===== config.mk =====
export PLATFORM = sky130hd
export DESIGN_NAME = alu_share_arb_flat
export DESIGN_NICKNAME = d
export VERILOG_FILES = /design/src/rtl/alu_share_arb_pkg.sv /design/src/rtl/alu_share_arb_if.sv /design/src/rtl/rr_arb2.sv /design/src/rtl/alu_share_arb.sv /design/src/flat_wrapper.sv
export SDC_FILE = /design/constraint.sdc
export NUM_CORES = 1
export LEC_CHECK = 0
export BUFFER_PORTS_ARGS = -buffer_cell sky130_fd_sc_hd__buf_4
export CORE_MARGIN = 2
export CORE_UTILIZATION = 47
export DETAILED_ROUTE_END_ITERATION = 10
export PLACE_DENSITY = 0.77
export SYNTH_ARGS = -nofsm -noshare
export SYNTH_HDL_FRONTEND = slang
export SYNTH_SLANG_ARGS = --single-unit

===== constraint.sdc =====
create_clock -name clk -period 5 [get_ports clk]
set_clock_uncertainty 0.2 [all_clocks]
set_input_delay 1 -clock clk [delete_from_list [all_inputs] [get_ports clk]]
set_output_delay 1 -clock clk [all_outputs]
set_load 0.1 [all_outputs]

===== src/rtl/alu_share_arb_pkg.sv =====
// ---------------------------------------------------------------------------
// alu_share_arb_pkg : shared ALU codes, FSM encoding and request bundle type.
// Rev 1.0
// ---------------------------------------------------------------------------
`default_nettype none

package alu_share_arb_pkg;

    localparam int XLEN = 32;

    typedef enum logic [1:0] {
        ST_IDLE = 2'd0,
        ST_EXEC = 2'd1,
        ST_RESP = 2'd2
    } state_e;

    localparam logic [3:0] ALU_CTRL_AND = 4'b0000;
    localparam logic [3:0] ALU_CTRL_OR  = 4'b0001;
    localparam logic [3:0] ALU_CTRL_ADD = 4'b0010;
    localparam logic [3:0] ALU_CTRL_SLL = 4'b0011;
    localparam logic [3:0] ALU_CTRL_SRL = 4'b0100;
    localparam logic [3:0] ALU_CTRL_SUB = 4'b0110;
    localparam logic [3:0] ALU_CTRL_SLT = 4'b0111;
    localparam logic [3:0] ALU_CTRL_XOR = 4'b1000;
    localparam logic [3:0] ALU_CTRL_SRA = 4'b1001;

    localparam logic [6:0] OP_ADDI = 7'b0010011;
    localparam logic [6:0] OP_ADD  = 7'b0110011;

    typedef struct packed {
        logic [XLEN-1:0] a;
        logic [XLEN-1:0] b;
        logic [4:0]      shamt;
        logic [3:0]      aluctrl;
        logic [6:0]      op;
    } alu_req_t;

    function automatic logic is_zero(input logic [XLEN-1:0] v);
        return (v == '0);
    endfunction

endpackage

`default_nettype wire


===== src/rtl/alu_share_arb_if.sv =====
// ---------------------------------------------------------------------------
// alu_share_arb_if : request, ALU-bus and response channels of the arbiter.
// Rev 1.0
// ---------------------------------------------------------------------------
`default_nettype none

interface alu_share_arb_if;
    import alu_share_arb_pkg::*;

    logic            req0_valid;
    logic            req0_ready;
    logic [XLEN-1:0] req0_a;
    logic [XLEN-1:0] req0_b;
    logic [4:0]      req0_shamt;
    logic [3:0]      req0_aluctrl;
    logic [6:0]      req0_op;

    logic            req1_valid;
    logic            req1_ready;
    logic [XLEN-1:0] req1_a;
    logic [XLEN-1:0] req1_b;
    logic [4:0]      req1_shamt;
    logic [3:0]      req1_aluctrl;
    logic [6:0]      req1_op;

    logic [XLEN-1:0] alu_a;
    logic [XLEN-1:0] alu_b;
    logic [4:0]      alu_shamt;
    logic [3:0]      alu_aluctrl;
    logic [6:0]      alu_op;
    logic [XLEN-1:0] alu_aluout;
    logic            alu_overflow;
    logic            alu_lt;

    logic            rsp_valid;
    logic            rsp_ready;
    logic            rsp_id;
    logic [XLEN-1:0] rsp_result;
    logic            rsp_zero;
    logic            rsp_overflow;
    logic            rsp_lt;

    modport slave (
        input  req0_valid, req0_a, req0_b, req0_shamt, req0_aluctrl, req0_op,
        output req0_ready,
        input  req1_valid, req1_a, req1_b, req1_shamt, req1_aluctrl, req1_op,
        output req1_ready,
        output alu_a, alu_b, alu_shamt, alu_aluctrl, alu_op,
        input  alu_aluout, alu_overflow, alu_lt,
        output rsp_valid, rsp_id, rsp_result, rsp_zero, rsp_overflow, rsp_lt,
        input  rsp_ready
    );

    modport master (
        output req0_valid, req0_a, req0_b, req0_shamt, req0_aluctrl, req0_op,
        input  req0_ready,
        output req1_valid, req1_a, req1_b, req1_shamt, req1_aluctrl, req1_op,
        input  req1_ready,
        input  alu_a, alu_b, alu_shamt, alu_aluctrl, alu_op,
        output alu_aluout, alu_overflow, alu_lt,
        input  rsp_valid, rsp_id, rsp_result, rsp_zero, rsp_overflow, rsp_lt,
        output rsp_ready
    );

endinterface

`default_nettype wire


===== src/rtl/rr_arb2.sv =====
// ---------------------------------------------------------------------------
// rr_arb2 : two-input round-robin picker; last_grant resets to 1 (req0 first).
// Rev 1.0
// ---------------------------------------------------------------------------
`default_nettype none

module rr_arb2 (
    input  wire logic clk,
    input  wire logic reset,
    input  wire logic en_i,
    input  wire logic req0_i,
    input  wire logic req1_i,
    output logic      grant0_o,
    output logic      grant1_o
);

    logic last_grant_q;

    // On a tie, the requester that did not win last time goes first.
    assign grant0_o = en_i & req0_i & (~req1_i | last_grant_q);
    assign grant1_o = en_i & req1_i & (~req0_i | ~last_grant_q);

    always_ff @(posedge clk or posedge reset) begin
        if (reset) begin
            last_grant_q <= 1'b1;
        end else if (grant0_o | grant1_o) begin
            last_grant_q <= grant1_o;
        end
    end

endmodule

`default_nettype wire


===== src/rtl/alu_share_arb.sv =====
// ---------------------------------------------------------------------------
// alu_share_arb : time-shares one ALU between two requesters, tagged response.
// Rev 1.0
// ---------------------------------------------------------------------------
`default_nettype none

module alu_share_arb
    import alu_share_arb_pkg::*;
(
    input  wire logic        clk,
    input  wire logic        reset,
    input  wire logic        flush_i,
    output logic             busy_o,
    alu_share_arb_if.slave   bus
);

    state_e          state_q;
    alu_req_t        alu_q;
    alu_req_t        alu_d;
    logic            id_q;
    logic            busy_q;
    logic            rsp_valid_q;
    logic [XLEN-1:0] rsp_result_q;
    logic            rsp_zero_q;
    logic            rsp_overflow_q;
    logic            rsp_lt_q;

    logic            win_open;
    logic            grant0;
    logic            grant1;
    logic            accept;

    // Readies also drop during reset so every output reads 0 while it is held.
    assign win_open = ~reset & ~flush_i &
                      ((state_q == ST_IDLE) || ((state_q == ST_RESP) && bus.rsp_ready));

    rr_arb2 u_arb (
        .clk      (clk),
        .reset    (reset),
        .en_i     (win_open),
        .req0_i   (bus.req0_valid),
        .req1_i   (bus.req1_valid),
        .grant0_o (grant0),
        .grant1_o (grant1)
    );

    assign accept         = grant0 | grant1;
    assign bus.req0_ready = grant0;
    assign bus.req1_ready = grant1;

    always_comb begin
        alu_d = '{a: bus.req0_a, b: bus.req0_b, shamt: bus.req0_shamt,
                  aluctrl: bus.req0_aluctrl, op: bus.req0_op};
        if (grant1) begin
            alu_d = '{a: bus.req1_a, b: bus.req1_b, shamt: bus.req1_shamt,
                      aluctrl: bus.req1_aluctrl, op: bus.req1_op};
        end
    end

    always_ff @(posedge clk or posedge reset) begin
        if (reset) begin
            state_q        <= ST_IDLE;
            alu_q          <= '0;
            id_q           <= 1'b0;
            busy_q         <= 1'b0;
            rsp_valid_q    <= 1'b0;
            rsp_result_q   <= '0;
            rsp_zero_q     <= 1'b0;
            rsp_overflow_q <= 1'b0;
            rsp_lt_q       <= 1'b0;
        end else if (flush_i) begin
            state_q     <= ST_IDLE;
            busy_q      <= 1'b0;
            rsp_valid_q <= 1'b0;
        end else begin
            case (state_q)
                ST_IDLE: begin
                    if (accept) begin
                        alu_q   <= alu_d;
                        id_q    <= grant1;
                        state_q <= ST_EXEC;
                        busy_q  <= 1'b1;
                    end
                end
                ST_EXEC: begin
                    rsp_result_q   <= bus.alu_aluout;
                    rsp_zero_q     <= is_zero(bus.alu_aluout);
                    rsp_overflow_q <= bus.alu_overflow;
                    rsp_lt_q       <= bus.alu_lt;
                    rsp_valid_q    <= 1'b1;
                    state_q        <= ST_RESP;
                end
                ST_RESP: begin
                    if (bus.rsp_ready) begin
                        rsp_valid_q <= 1'b0;
                        if (accept) begin
                            alu_q   <= alu_d;
                            id_q    <= grant1;
                            state_q <= ST_EXEC;
                        end else begin
                            state_q <= ST_IDLE;
                            busy_q  <= 1'b0;
                        end
                    end
                end
                default: begin
                    state_q     <= ST_IDLE;
                    busy_q      <= 1'b0;
                    rsp_valid_q <= 1'b0;
                end
            endcase
        end
    end

    assign bus.alu_a        = alu_q.a;
    assign bus.alu_b        = alu_q.b;
    assign bus.alu_shamt    = alu_q.shamt;
    assign bus.alu_aluctrl  = alu_q.aluctrl;
    assign bus.alu_op       = alu_q.op;

    assign bus.rsp_valid    = rsp_valid_q;
    assign bus.rsp_id       = id_q;
    assign bus.rsp_result   = rsp_result_q;
    assign bus.rsp_zero     = rsp_zero_q;
    assign bus.rsp_overflow = rsp_overflow_q;
    assign bus.rsp_lt       = rsp_lt_q;
    assign busy_o           = busy_q;

endmodule

`default_nettype wire

===== src/flat_wrapper.sv =====
// flat-port wrapper written by rule: the top's interface ports become plain ports
module alu_share_arb_flat import alu_share_arb_pkg::*;
  (clk, reset, flush_i, busy_o, bus_req0_valid, bus_req0_a, bus_req0_b, bus_req0_shamt, bus_req0_aluctrl, bus_req0_op, bus_req0_ready, bus_req1_valid, bus_req1_a, bus_req1_b, bus_req1_shamt, bus_req1_aluctrl, bus_req1_op, bus_req1_ready, bus_alu_a, bus_alu_b, bus_alu_shamt, bus_alu_aluctrl, bus_alu_op, bus_alu_aluout, bus_alu_overflow, bus_alu_lt, bus_rsp_valid, bus_rsp_id, bus_rsp_result, bus_rsp_zero, bus_rsp_overflow, bus_rsp_lt, bus_rsp_ready);
  alu_share_arb_if bus_i ();
  input  wire logic clk;
  input  wire logic reset;
  input  wire logic flush_i;
  output logic busy_o;
  input wire logic [$bits(bus_i.req0_valid)-1:0] bus_req0_valid;
  input wire logic [$bits(bus_i.req0_a)-1:0] bus_req0_a;
  input wire logic [$bits(bus_i.req0_b)-1:0] bus_req0_b;
  input wire logic [$bits(bus_i.req0_shamt)-1:0] bus_req0_shamt;
  input wire logic [$bits(bus_i.req0_aluctrl)-1:0] bus_req0_aluctrl;
  input wire logic [$bits(bus_i.req0_op)-1:0] bus_req0_op;
  output wire logic [$bits(bus_i.req0_ready)-1:0] bus_req0_ready;
  input wire logic [$bits(bus_i.req1_valid)-1:0] bus_req1_valid;
  input wire logic [$bits(bus_i.req1_a)-1:0] bus_req1_a;
  input wire logic [$bits(bus_i.req1_b)-1:0] bus_req1_b;
  input wire logic [$bits(bus_i.req1_shamt)-1:0] bus_req1_shamt;
  input wire logic [$bits(bus_i.req1_aluctrl)-1:0] bus_req1_aluctrl;
  input wire logic [$bits(bus_i.req1_op)-1:0] bus_req1_op;
  output wire logic [$bits(bus_i.req1_ready)-1:0] bus_req1_ready;
  output wire logic [$bits(bus_i.alu_a)-1:0] bus_alu_a;
  output wire logic [$bits(bus_i.alu_b)-1:0] bus_alu_b;
  output wire logic [$bits(bus_i.alu_shamt)-1:0] bus_alu_shamt;
  output wire logic [$bits(bus_i.alu_aluctrl)-1:0] bus_alu_aluctrl;
  output wire logic [$bits(bus_i.alu_op)-1:0] bus_alu_op;
  input wire logic [$bits(bus_i.alu_aluout)-1:0] bus_alu_aluout;
  input wire logic [$bits(bus_i.alu_overflow)-1:0] bus_alu_overflow;
  input wire logic [$bits(bus_i.alu_lt)-1:0] bus_alu_lt;
  output wire logic [$bits(bus_i.rsp_valid)-1:0] bus_rsp_valid;
  output wire logic [$bits(bus_i.rsp_id)-1:0] bus_rsp_id;
  output wire logic [$bits(bus_i.rsp_result)-1:0] bus_rsp_result;
  output wire logic [$bits(bus_i.rsp_zero)-1:0] bus_rsp_zero;
  output wire logic [$bits(bus_i.rsp_overflow)-1:0] bus_rsp_overflow;
  output wire logic [$bits(bus_i.rsp_lt)-1:0] bus_rsp_lt;
  input wire logic [$bits(bus_i.rsp_ready)-1:0] bus_rsp_ready;
  assign bus_i.req0_valid = bus_req0_valid;
  assign bus_i.req0_a = bus_req0_a;
  assign bus_i.req0_b = bus_req0_b;
  assign bus_i.req0_shamt = bus_req0_shamt;
  assign bus_i.req0_aluctrl = bus_req0_aluctrl;
  assign bus_i.req0_op = bus_req0_op;
  assign bus_req0_ready = bus_i.req0_ready;
  assign bus_i.req1_valid = bus_req1_valid;
  assign bus_i.req1_a = bus_req1_a;
  assign bus_i.req1_b = bus_req1_b;
  assign bus_i.req1_shamt = bus_req1_shamt;
  assign bus_i.req1_aluctrl = bus_req1_aluctrl;
  assign bus_i.req1_op = bus_req1_op;
  assign bus_req1_ready = bus_i.req1_ready;
  assign bus_alu_a = bus_i.alu_a;
  assign bus_alu_b = bus_i.alu_b;
  assign bus_alu_shamt = bus_i.alu_shamt;
  assign bus_alu_aluctrl = bus_i.alu_aluctrl;
  assign bus_alu_op = bus_i.alu_op;
  assign bus_i.alu_aluout = bus_alu_aluout;
  assign bus_i.alu_overflow = bus_alu_overflow;
  assign bus_i.alu_lt = bus_alu_lt;
  assign bus_rsp_valid = bus_i.rsp_valid;
  assign bus_rsp_id = bus_i.rsp_id;
  assign bus_rsp_result = bus_i.rsp_result;
  assign bus_rsp_zero = bus_i.rsp_zero;
  assign bus_rsp_overflow = bus_i.rsp_overflow;
  assign bus_rsp_lt = bus_i.rsp_lt;
  assign bus_i.rsp_ready = bus_rsp_ready;
  alu_share_arb u_core (.clk(clk), .reset(reset), .flush_i(flush_i), .busy_o(busy_o), .bus(bus_i));
endmodule

==> results.rst, run 1 <==
.. list-table::
   :header-rows: 1

   * - Metric
     - Value
   * - Wirelength, routed
     - ~24000 um
   * - Number of warnings printed during yosys synthesis
     - 0
   * - Maximum number of pins on one net before global-route repair
     - ~130
   * - DRC errors left
     - 0
   * - Data arrival at the endpoint of the critical path
     - 2.57 ns
   * - Die W
     - ~120 um
   * - Wire length per cell after detailed routing
     - about 22 um
   * - Cell Count, Final, Fillers Out
     - 1063
   * - Proportion of layout cells with a drive suffix above 1
     - 0.537
   * - Most frequent standard cell in the layout excluding fill and tap cells
     - sky130_fd_sc_hd__buf_4
   * - Post-route design area
     - between 0.009 and 0.01 mm^2
   * - Total congestion overflow
     - 0
   * - First-pass GRT wire length
     - between 30000 and 40000 um
   * - Final TNS setup
     - 0 ns
   * - Top routing layer in use
     - met4
   * - Top fanout value on the critical path
     - 33
   * - Via density
     - between 6 and 7
   * - Synthesized Nets
     - approximately 800
   * - Std-Cell Core Area
     - roughly 0.014 mm^2
   * - TritonCTS clock tree
     - done
   * - Achievable Freq
     - between 200 and 300 MHz
   * - Drt initial violations
     - between 700 and 800
   * - Number of nets still failing antenna checks after routing
     - 0
   * - Initial antenna violation count
     - 0
   * - # nets final
     - 1070
   * - Library cells used by synthesis
     - 33
   * - Pin slew with the least headroom to its limit
     - between 1 and 1.5 ns
   * - Hold buffers post-CTS
     - 0
   * - Type of the worst setup path
     - in -> out
   * - Total routed wire length on the met1 layer
     - between 8000 and 9000 um
   * - Area Growth Syn to Fin
     - 44.7%
   * - Row count
     - 43
   * - Height of the die
     - ~120 um
   * - Netlist Area Pre-Place
     - between 0.006 and 0.007 mm^2
   * - Fillers
     - around 1000
   * - Worst min-delay path category
     - reg -> reg
   * - Leakage dissipation
     - about 4 nW
   * - Clk_lat worst skew
     - roughly 0.42 ns
   * - Global Route Usage Sum
     - 0.302
   * - Cts bufs inserted
     - 17
   * - Sequential-to-total area share from yosys stat
     - 0.456
   * - Vias in the first global route
     - approximately 6600
   * - Initial standard-cell utilization of the core
     - 0.481
   * - Setup Buffers After CTS
     - 0
   * - Element type at the critical path end
     - output pin
   * - Number of max-slew violations in the final report
     - 0
   * - Met3 WL
     - ~2400 um
   * - Maximum clock path buffer count
     - 2
   * - Tot Pwr
     - 5.33 mW
   * - Number of synthesized register bits
     - between 100 and 150
   * - Data required time at the worst endpoint
     - 3.80 ns
   * - Ant diodes
     - 0
   * - Sink Count
     - between 100 and 150
   * - Number of cells in the design after placement
     - between 1000 and 1500
   * - Run status
     - finished clean
   * - Number of endpoints with negative hold slack in the final report
     - 0
   * - Pre-antenna DRT Iters
     - 5
   * - Standard cell area after detailed placement
     - around 0.009 mm^2
   * - RSZ-0062 raised after global routing
     - no
   * - Area of the die
     - ~0.015 mm^2
   * - Gp weighted congestion
     - around 0.84
   * - Worst IR drop on VDD
     - 0.237 mV
   * - Clk root buf
     - sky130_fd_sc_hd__clkbuf_16
   * - Total of buffers placed on input and output ports
     - 319
   * - Clk slew on worst S/H paths
     - approximately 0.050 ns
   * - Mean instance size in the synthesized netlist
     - ~11 um^2
   * - Number of levels the H-tree was split into
     - 4
   * - Number of placed I/O pins
     - 320
   * - Count of max-cap constraint violations
     - 0
   * - Register-to-register path setup slack
     - 2.16 ns
   * - Most used cells in the layout excluding fill and tap cells
     - sky130_fd_sc_hd__buf_4 (335), sky130_fd_sc_hd__a31oi_1 (160), sky130_fd_sc_hd__dfrtp_1 (120)
   * - Pwr per Cell Area
     - around 550 mW/mm^2
   * - Total number of vias
     - a little under 7000
   * - Number of instances in the synthesized netlist
     - roughly 600
   * - Final number of setup-violating endpoints
     - 0
   * - Half-perimeter wire length of the detailed placement result
     - 15600 um
   * - Final critical-path required period
     - between 3 and 4 ns
   * - Headroom to the max-slew limit
     - 0.172
   * - Launching element type of the critical path
     - input pin
   * - Met2 layer wire length in the routed design
     - 11500 um
   * - Final worst path period share
     - 0.754
   * - Number of gates given a new drive strength after cts
     - 0
-- cell families after synthesis --
| family | Yosys count | share of synthesized area |
|---|---|---|
| and+or+nand+nor | 108 | 0.104 |
| DFF | 121 | 0.456 |
| buffers and inverters | 98 | 0.0719 |
| AOI/OAI and AO/OA | 247 | 0.309 |
| muxes | 35 | 0.0591 |
-- synthesized netlist by cell type --
cell type / n / area, um^2
sky130_fd_sc_hd__buf_2: 22 / 110
sky130_fd_sc_hd__nand2_1: 2 / 7.51
sky130_fd_sc_hd__buf_1: 8 / 30.0
sky130_fd_sc_hd__nor4b_4: 1 / 23.8
sky130_fd_sc_hd__buf_6: 10 / 113
sky130_fd_sc_hd__clkbuf_1: 51 / 191
sky130_fd_sc_hd__dfrtp_1: 120 / 3000
sky130_fd_sc_hd__a21oi_1: 1 / 5.00
sky130_fd_sc_hd__o31ai_2: 80 / 1000
sky130_fd_sc_hd__nand4_1: 82 / 513
sky130_fd_sc_hd__nor3b_1: 1 / 7.51
sky130_fd_sc_hd__or2_2: 1 / 6.26
sky130_fd_sc_hd__nor2b_1: 1 / 6.26
sky130_fd_sc_hd__inv_1: 5 / 18.8
sky130_fd_sc_hd__o21a_1: 2 / 15.0
sky130_fd_sc_hd__mux2_1: 19 / 214
sky130_fd_sc_hd__mux2i_1: 1 / 10.0
sky130_fd_sc_hd__or4b_1: 1 / 10.0
sky130_fd_sc_hd__o2111a_1: 1 / 11.3
sky130_fd_sc_hd__nor3_1: 1 / 5.00
sky130_fd_sc_hd__and3_1: 1 / 6.26
sky130_fd_sc_hd__and2_1: 1 / 6.26
sky130_fd_sc_hd__o31ai_1: 1 / 7.51
sky130_fd_sc_hd__dfstp_2: 1 / 26.3
sky130_fd_sc_hd__nor4_1: 8 / 50.1
sky130_fd_sc_hd__or3b_1: 1 / 8.76
sky130_fd_sc_hd__nor2_1: 4 / 15.0
sky130_fd_sc_hd__mux2_2: 15 / 169
sky130_fd_sc_hd__nand2b_1: 1 / 6.26
sky130_fd_sc_hd__buf_4: 2 / 15.0
sky130_fd_sc_hd__o21bai_1: 2 / 15.0
sky130_fd_sc_hd__a31oi_1: 160 / 1000
sky130_fd_sc_hd__nor3_2: 2 / 20.0
-- power breakdown --
group | switching [mW] | internal [mW] | leakage, nW | total, mW
registers | 0.130 | 1.20 | 1.38 | 1.33
clock network | 0.468 | 0.901 | 0.317 | 1.37
logic | 2.07 | 0.557 | 2.37 | 2.63
total | 2.67 | 2.66 | 4.07 | 5.33
-- registers in the layout, indices dropped and copies added (netlist names) --
name / count
u_core.state_q: 2
u_core.bus.rsp_zero: 1
u_core.bus.rsp_result: 32
u_core.u_arb.last_grant_q: 1
u_core.bus.alu_a: 32
u_core.bus.rsp_valid: 1
u_core.bus.rsp_overflow: 1
u_core.bus.alu_shamt: 5
u_core.busy_o: 1
u_core.bus.alu_aluctrl: 4
u_core.bus.rsp_id: 1
u_core.bus.alu_b: 32
u_core.bus.rsp_lt: 1
u_core.bus.alu_op: 7
-- layer usage --
metal,up-vias,track usage
li1,3001,-
met3,76,0.0895
met1,3339,0.376
met5,-,0
met4,0,0.153
met2,467,0.478
-- worst max-delay path: stages --
cell	delay, ns
sky130_fd_sc_hd__buf_4	0.15
sky130_fd_sc_hd__or4b_4	0.81
sky130_fd_sc_hd__nor3_2	0.26
sky130_fd_sc_hd__buf_4	0.33
-- path summary, 6_finish.rpt --
path                                                 from                         to  depth (start not counted)
worst max-delay path                              flush_i             bus_req1_ready                          4
worst min-delay path            u_core.bus.rsp_result[14]  u_core.bus.rsp_result[14]                          1
worst max register to register          u_core.state_q[0]    u_core.bus.alu_shamt[4]                          5
worst min register to register  u_core.bus.rsp_result[14]  u_core.bus.rsp_result[14]                          1
max in group asynchronous                           reset       u_core.bus.alu_b[19]                          3
min in group asynchronous                           reset   u_core.bus.rsp_result[8]                          2
-- stage by stage --
step,setup slack [ns],util,hold WS (ns)
2_1_floorplan,0.587,-,0.267
3_3_place_gp,1.25,0.648,0.267
3_5_place_dp,1.23,0.648,0.282
4_1_cts,1.23,0.696,0.295
5_1_grt,1.18,0.696,0.311
6_report,1.23,0.696,0.290
-- area by class of cell --
class | instances | area, um^2 | share of cell area
Multi-Input combinational cell | 390 | 3170 | 0.330
Tap cell | 180 | 225 | 0.0234
Inverter | 5 | 21.3 | 0.00221
Sequential cell | 121 | 3030 | 0.315
Timing Repair Buffer | 335 | 2510 | 0.261
Clock buffer | 18 | 439 | 0.0456
Clock inverter | 14 | 219 | 0.0228
Power figures use the tool's default switching activity.
==> run 2: changes to the inputs <==
==> constraint.sdc (replaced) <==
create_clock -name clk -period 3.82 [get_ports clk]
set_clock_uncertainty 0.2 [all_clocks]
set_input_delay 0.764 -clock clk [delete_from_list [all_inputs] [get_ports clk]]
set_output_delay 0.764 -clock clk [all_outputs]
set_load 0.1 [all_outputs]
==> results.rst, run 2 (synthesized netlist as in run 1, its figures left out) <==
.. list-table::
   :header-rows: 1

   * - Metric
     - Value
   * - Half-perimeter wire length of the detailed placement result
     - 15300 um
   * - R2R Path End
     - u_core.bus.alu_a[20]
   * - Clk slew on worst S/H paths
     - 0.05 ns
   * - Total of buffers placed on input and output ports
     - between 300 and 400
   * - Run status
     - finished clean
   * - Number of levels the H-tree was split into
     - 4
   * - Ant diodes
     - 0
   * - Tot Pwr
     - 6.72 mW
   * - Drt initial violations
     - between 600 and 700
   * - Cell with the biggest individual delay on the critical path
     - sky130_fd_sc_hd__or4b_4
   * - Setup Buffers After CTS
     - 0
   * - Worst hold path depth
     - 1
   * - Number of gates given a new drive strength after cts
     - 0
   * - Proportion of layout cells with a drive suffix above 1
     - 0.537
   * - Count of max-cap constraint violations
     - 0
   * - Leakage dissipation
     - between 4 and 5 nW
   * - Maximum clock path buffer count
     - 2
   * - Height of the die
     - between 100 and 150 um
   * - Worst IR drop on VDD
     - between 0.3 and 0.4 mV
   * - Via density
     - between 6 and 7
   * - Final worst path period share
     - 0.775
   * - Pre-antenna DRT Iters
     - 5
   * - Cell-by-cell trace of the critical path
     - or4b_4 > nor3_2 > buf_4
   * - Headroom to the max-slew limit
     - 0.200
   * - Final number of setup-violating endpoints
     - 0
   * - Beginning of the critical path
     - u_core.state_q[0]
   * - Final TNS setup
     - 0 ns
   * - Maximum number of pins on one net before global-route repair
     - 89
   * - Area of the die
     - around 0.015 mm^2
   * - Pin slew with the least headroom to its limit
     - 1.20 ns
   * - Wire length per cell after detailed routing
     - about 22 um
   * - Worst flop-to-flop path startpoint
     - u_core.state_q[0]
   * - Hold buffers post-CTS
     - 0
   * - Data required time at the worst endpoint
     - 2.86 ns
   * - Initial antenna violation count
     - 0
   * - Sink Count
     - about 120
   * - RSZ-0062 raised after global routing
     - no
   * - DRC errors left
     - 0
   * - Pwr per Cell Area
     - around 700 mW/mm^2
   * - Vias in the first global route
     - 6590
   * - Area Growth Syn to Fin
     - 43.9%
   * - Die W
     - 123 um
   * - Number of max-slew violations in the final report
     - 0
   * - # nets final
     - about 1100
   * - Most used cells in the layout excluding fill and tap cells
     - sky130_fd_sc_hd__buf_4 (334), sky130_fd_sc_hd__a31oi_1 (160), sky130_fd_sc_hd__dfrtp_1 (120)
   * - Register-to-register path setup slack
     - 1.17 ns
   * - Total number of vias
     - slightly below 7000
   * - Number of endpoints with negative hold slack in the final report
     - 0
   * - CP peak stage delay
     - 0.58 ns
   * - Row count
     - 43
   * - Fillers
     - approximately 1000
   * - Wirelength, routed
     - about 23000 um
   * - Achievable Freq
     - 338 MHz
   * - Type of the worst setup path
     - reg -> out
   * - Total congestion overflow
     - 0
   * - Top fanout value on the critical path
     - 9
   * - Cts bufs inserted
     - 17
   * - Element type at the critical path end
     - output pin
   * - Clk_lat worst skew
     - around 0.41 ns
   * - Clk root buf
     - sky130_fd_sc_hd__clkbuf_16
   * - Gp weighted congestion
     - between 0.7 and 0.8
   * - Setup crit end
     - bus_req1_ready
   * - Launching element type of the critical path
     - register
   * - Number of placed I/O pins
     - 320
   * - Initial standard-cell utilization of the core
     - 0.481
   * - Final critical-path required period
     - roughly 3.0 ns
   * - Data arrival at the endpoint of the critical path
     - 2.00 ns
   * - Depth of the worst register-to-register path
     - 5
   * - Number of nets still failing antenna checks after routing
     - 0
   * - Most frequent standard cell in the layout excluding fill and tap cells
     - sky130_fd_sc_hd__buf_4
   * - Global Route Usage Sum
     - 0.294
   * - TritonCTS clock tree
     - done
   * - First-pass GRT wire length
     - about 35000 um
   * - Std-Cell Core Area
     - about 0.014 mm^2
   * - Worst min-delay path category
     - reg -> reg
## run 2: cell types whose count changed in the layout (fill, tap and decap cells not counted)
cell	delta
sky130_fd_sc_hd__buf_4	-1
sky130_fd_sc_hd__bufinv_16	-4
sky130_fd_sc_hd__inv_6	+3
sky130_fd_sc_hd__inv_4	-1
sky130_fd_sc_hd__clkbuf_8	-1
sky130_fd_sc_hd__clkinvlp_4	+2
sky130_fd_sc_hd__buf_12	+2
sky130_fd_sc_hd__clkinv_4	+1
## run 2: worst min path at each step
stage / startpoint / endpoint
6_report: u_core.bus.rsp_result[31] / u_core.bus.rsp_result[31]
2_1_floorplan: u_core.u_arb.last_grant_q / u_core.u_arb.last_grant_q
4_1_cts: u_core.bus.rsp_result[23] / u_core.bus.rsp_result[23]
3_5_place_dp: u_core.bus.rsp_result[23] / u_core.bus.rsp_result[23]
5_1_grt: u_core.bus.rsp_result[5] / u_core.bus.rsp_result[5]
3_3_place_gp: u_core.bus.rsp_zero / u_core.bus.rsp_zero
## run 2: layout make-up
class | instances | area, um^2 | area share
multi-input cells | 390 | 3170 | 0.332
repair buffers | 336 | 2550 | 0.266
inverters | 5 | 22.5 | 0.00236
clock buffers | 17 | 425 | 0.0445
clock inverters | 15 | 141 | 0.0148
well taps | 180 | 225 | 0.0236
flip-flops and latches | 121 | 3030 | 0.317
## run 2: layer usage
layer,track usage,up-vias,part of all wire
li1,-,3009,-
met1,0.379,3359,0.38
met2,0.485,418,0.50
met3,0.0729,55,0.090
met4,0.0999,0,0.028
met5,0,-,0
## run 2: report_power, final
group | total (mW) | leakage (nW) | internal (mW) | switching [mW]
sequential | 1.74 | 1.38 | 1.57 | 0.171
combinational | 3.44 | 2.38 | 0.736 | 2.71
clock | 1.53 | 0.271 | 0.906 | 0.628
## run 2: worst max-delay path: cells and delay by family (launching register included)
| kind | cells | cell delay (ns) |
|---|---|---|
| simple gates | 2 | 0.75 |
| flops | 1 | 0.50 |
| buf+inv | 1 | 0.33 |
## run 2: stage by stage
| step | cells | setup slack [ns] | area [um^2] | hold WS, ns | util |
|---|---|---|---|---|---|
| floorplan | 609 | 0.0831 | 6650 | 0.267 | - |
| global placement | 1032 | 0.870 | 9000 | 0.269 | 0.651 |
| detailed placement | 1032 | 0.821 | 9000 | 0.286 | 0.651 |
| CTS | 1064 | 0.836 | 9560 | 0.299 | 0.692 |
| global route | 1064 | 0.761 | 9560 | 0.315 | 0.692 |
| finish | 1064 | 0.858 | 9560 | 0.296 | 0.692 |
==> run 3: changes to the inputs <==
==> constraint.sdc (replaced) <==
create_clock -name clk -period 2.95 [get_ports clk]
set_clock_uncertainty 0.2 [all_clocks]
set_input_delay 0.59 -clock clk [delete_from_list [all_inputs] [get_ports clk]]
set_output_delay 0.59 -clock clk [all_outputs]
set_load 0.1 [all_outputs]
==> results.rst, run 3 (synthesized netlist as in run 1, its figures left out) <==
.. list-table::
   :header-rows: 1

   * - Metric
     - Value
   * - Clock share of power
     - 0.255
   * - Maximum number of pins on one net before global-route repair
     - 93
   * - Via density
     - 6.36
   * - NetSw
     - roughly 4.6 mW
   * - Achievable Freq
     - around 360 MHz
   * - Logic pwr share
     - 0.496
   * - Pre-CTS setup slack
     - ~0.33 ns
   * - Ant diodes
     - 0
   * - Headroom to the max-slew limit
     - 0.362
   * - Number of nets still failing antenna checks after routing
     - 0
   * - Area Growth Syn to Fin
     - 46.0%
   * - Multi-input logic area
     - between 0.003 and 0.004 mm^2
   * - Most used cells in the layout excluding fill and tap cells
     - sky130_fd_sc_hd__buf_4 (330), sky130_fd_sc_hd__a31oi_1 (160), sky130_fd_sc_hd__dfrtp_1 (120)
   * - Clk_lat worst skew
     - around 0.4 ns
   * - Data required time at the worst endpoint
     - 2.16 ns
   * - Combined buffer and inverter count along the critical path
     - 1
   * - Number of placed I/O pins
     - 320
   * - Internal power summed over all cells
     - around 4.5 mW
   * - Total number of vias
     - just under 7000
   * - Pwr per Cell Area
     - 932 mW/mm^2
   * - Row count
     - 43
   * - Fillers
     - around 1000
   * - Total of buffers placed on input and output ports
     - 319
   * - Net Sw Frac
     - 0.508
   * - Share of the core filled with cells
     - 0.702
   * - Number of cells in the design after placement
     - 1032
   * - Type of the worst setup path
     - reg -> out
   * - Wire length per cell after detailed routing
     - 21.7 um
   * - Drt initial violations
     - 763
   * - Clk slew on worst S/H paths
     - approximately 0.06 ns
   * - Initial antenna violation count
     - 0
   * - Power share of the sequential group
     - 0.250
   * - Hold buffers post-CTS
     - 0
   * - Die W
     - between 100 and 150 um
   * - RSZ-0062 raised after global routing
     - no
   * - Run status
     - finished clean
   * - Cts bufs inserted
     - 17
   * - Launching element type of the critical path
     - register
   * - Most frequent standard cell in the layout excluding fill and tap cells
     - sky130_fd_sc_hd__buf_4
   * - Standard cell area after detailed placement
     - 0.00905 mm^2
   * - Clk root buf
     - sky130_fd_sc_hd__clkbuf_16
   * - Data arrival at the endpoint of the critical path
     - roughly 2 ns
   * - Wirelength, routed
     - 23100 um
   * - Cell Count, Final, Fillers Out
     - 1064
   * - TritonCTS clock tree
     - done
   * - Half-perimeter wire length of the detailed placement result
     - ~15000 um
   * - Pin slew with the least headroom to its limit
     - around 0.96 ns
   * - Cell with the biggest individual delay on the critical path
     - sky130_fd_sc_hd__or4b_4
   * - Sink Count
     - 121
   * - Footprint of the flip-flops and latches
     - approximately 0.003 mm^2
   * - Number of endpoints with negative hold slack in the final report
     - 0
   * - Worst IR drop on VDD
     - roughly 0.47 mV
   * - Number of gates given a new drive strength after cts
     - 0
   * - Global Route Usage Sum
     - 0.290
   * - CP peak stage delay
     - 0.60 ns
   * - # nets final
     - around 1100
   * - Area of the die
     - about 0.015 mm^2
   * - Gp weighted congestion
     - 0.823
   * - Worst min-delay path category
     - in -> async
   * - Count of max-cap constraint violations
     - 0
   * - Number of levels the H-tree was split into
     - 4
   * - Leakage dissipation
     - 4.09 nW
   * - Cell-by-cell trace of the critical path
     - or4b_4 > nor3_4 > buf_4
   * - Proportion of layout cells with a drive suffix above 1
     - 0.537
   * - Final worst path period share
     - 0.951
   * - Top fanout value on the critical path
     - 9
   * - Crit path setup slack, layout
     - 0.145 ns
   * - Initial standard-cell utilization of the core
     - 0.481
   * - Height of the die
     - ~120 um
   * - Total congestion overflow
     - 0
   * - Element type at the critical path end
     - output pin
   * - Pre-antenna DRT Iters
     - 5
   * - Number of max-slew violations in the final report
     - 0
   * - Post-route design area
     - 0.00970 mm^2
   * - Final critical-path required period
     - 2.80 ns
   * - Final number of setup-violating endpoints
     - 0
   * - Tot Pwr
     - roughly 9.0 mW
   * - Top Family by Delay on Critical Path
     - simple AND/OR/NAND/NOR gates
   * - Vias in the first global route
     - between 6000 and 7000
   * - Setup Buffers After CTS
     - 0
   * - First-pass GRT wire length
     - 34100 um
   * - DRC errors left
     - 0
   * - Maximum clock path buffer count
     - 2
   * - Std-Cell Core Area
     - approximately 0.014 mm^2
run 3: changes by cell type in the layout (fill, tap and decap cells not counted), sizes merged:
| cell | change |
|---|---|
| inv | +4 |
| clkinv | -5 |
| clkinvlp | -2 |
| bufinv | +3 |
run 3: layout make-up:
type / instances / share of cell area
flip-flops and latches: 121 / 0.312
repair buffers: 336 / 0.268
inverters: 5 / 0.00232
multi-input cells: 390 / 0.328
clock buffers: 17 / 0.0438
well taps: 180 / 0.0232
clock inverters: 15 / 0.0232
run 3: tightest hold or removal path, stage by stage:
cell and delay [ns]:
sky130_fd_sc_hd__buf_4 0.15, sky130_fd_sc_hd__clkinvlp_4 0.10, sky130_fd_sc_hd__buf_12 0.25
run 3: path summary, 6_finish.rpt:
| path | startpoint | endpoint | slack [ns] | cells after the start |
|---|---|---|---|---|
| min in group clk | bus_alu_aluout[1] | u_core.bus.rsp_result[1] | 0.21 | 2 |
| hold reg to reg | u_core.bus.rsp_result[23] | u_core.bus.rsp_result[23] | 0.30 | 1 |
| setup / recovery | u_core.state_q[0] | bus_req1_ready | 0.15 | 3 |
| max in group asynchronous | reset | u_core.bus.alu_b[8] | 1.94 | 3 |
| hold / removal | reset | u_core.bus.alu_a[2] | 0.11 | 3 |
| setup reg to reg | u_core.state_q[0] | u_core.bus.alu_a[20] | 0.65 | 4 |
run 3: metrics by stage:
stage                     hold WS [ns]   TNS, ns
after floorplan                  0.267  -0.00385
after global placement           0.277         0
after detailed placement         0.286         0
after CTS                        0.104         0
after global routing             0.123         0
final                            0.115         0
run 3: power groups by stage:
| stage | Clock, mW | Sequential, mW | Combinational, mW |
|---|---|---|---|
| floorplan | 0 | 4.91 | 0.719 |
| global placement | 0 | 2.26 | 4.44 |
| finish | 2.30 | 2.26 | 4.48 |
| detailed placement | 0 | 2.28 | 4.48 |
| CTS | 2.34 | 2.25 | 4.48 |
| global route | 2.41 | 2.30 | 4.61 |
run 3: metal layers:
metal | share of wire | global-route usage | routed length [um] | vias up
li1 | - | - | - | 3002
met1 | 0.38 | 0.372 | 8720 | 3288
met2 | 0.49 | 0.461 | 11400 | 421
met3 | 0.090 | 0.0618 | 2080 | 60
met4 | 0.037 | 0.151 | 862 | 0
met5 | 0 | 0 | 0 | -
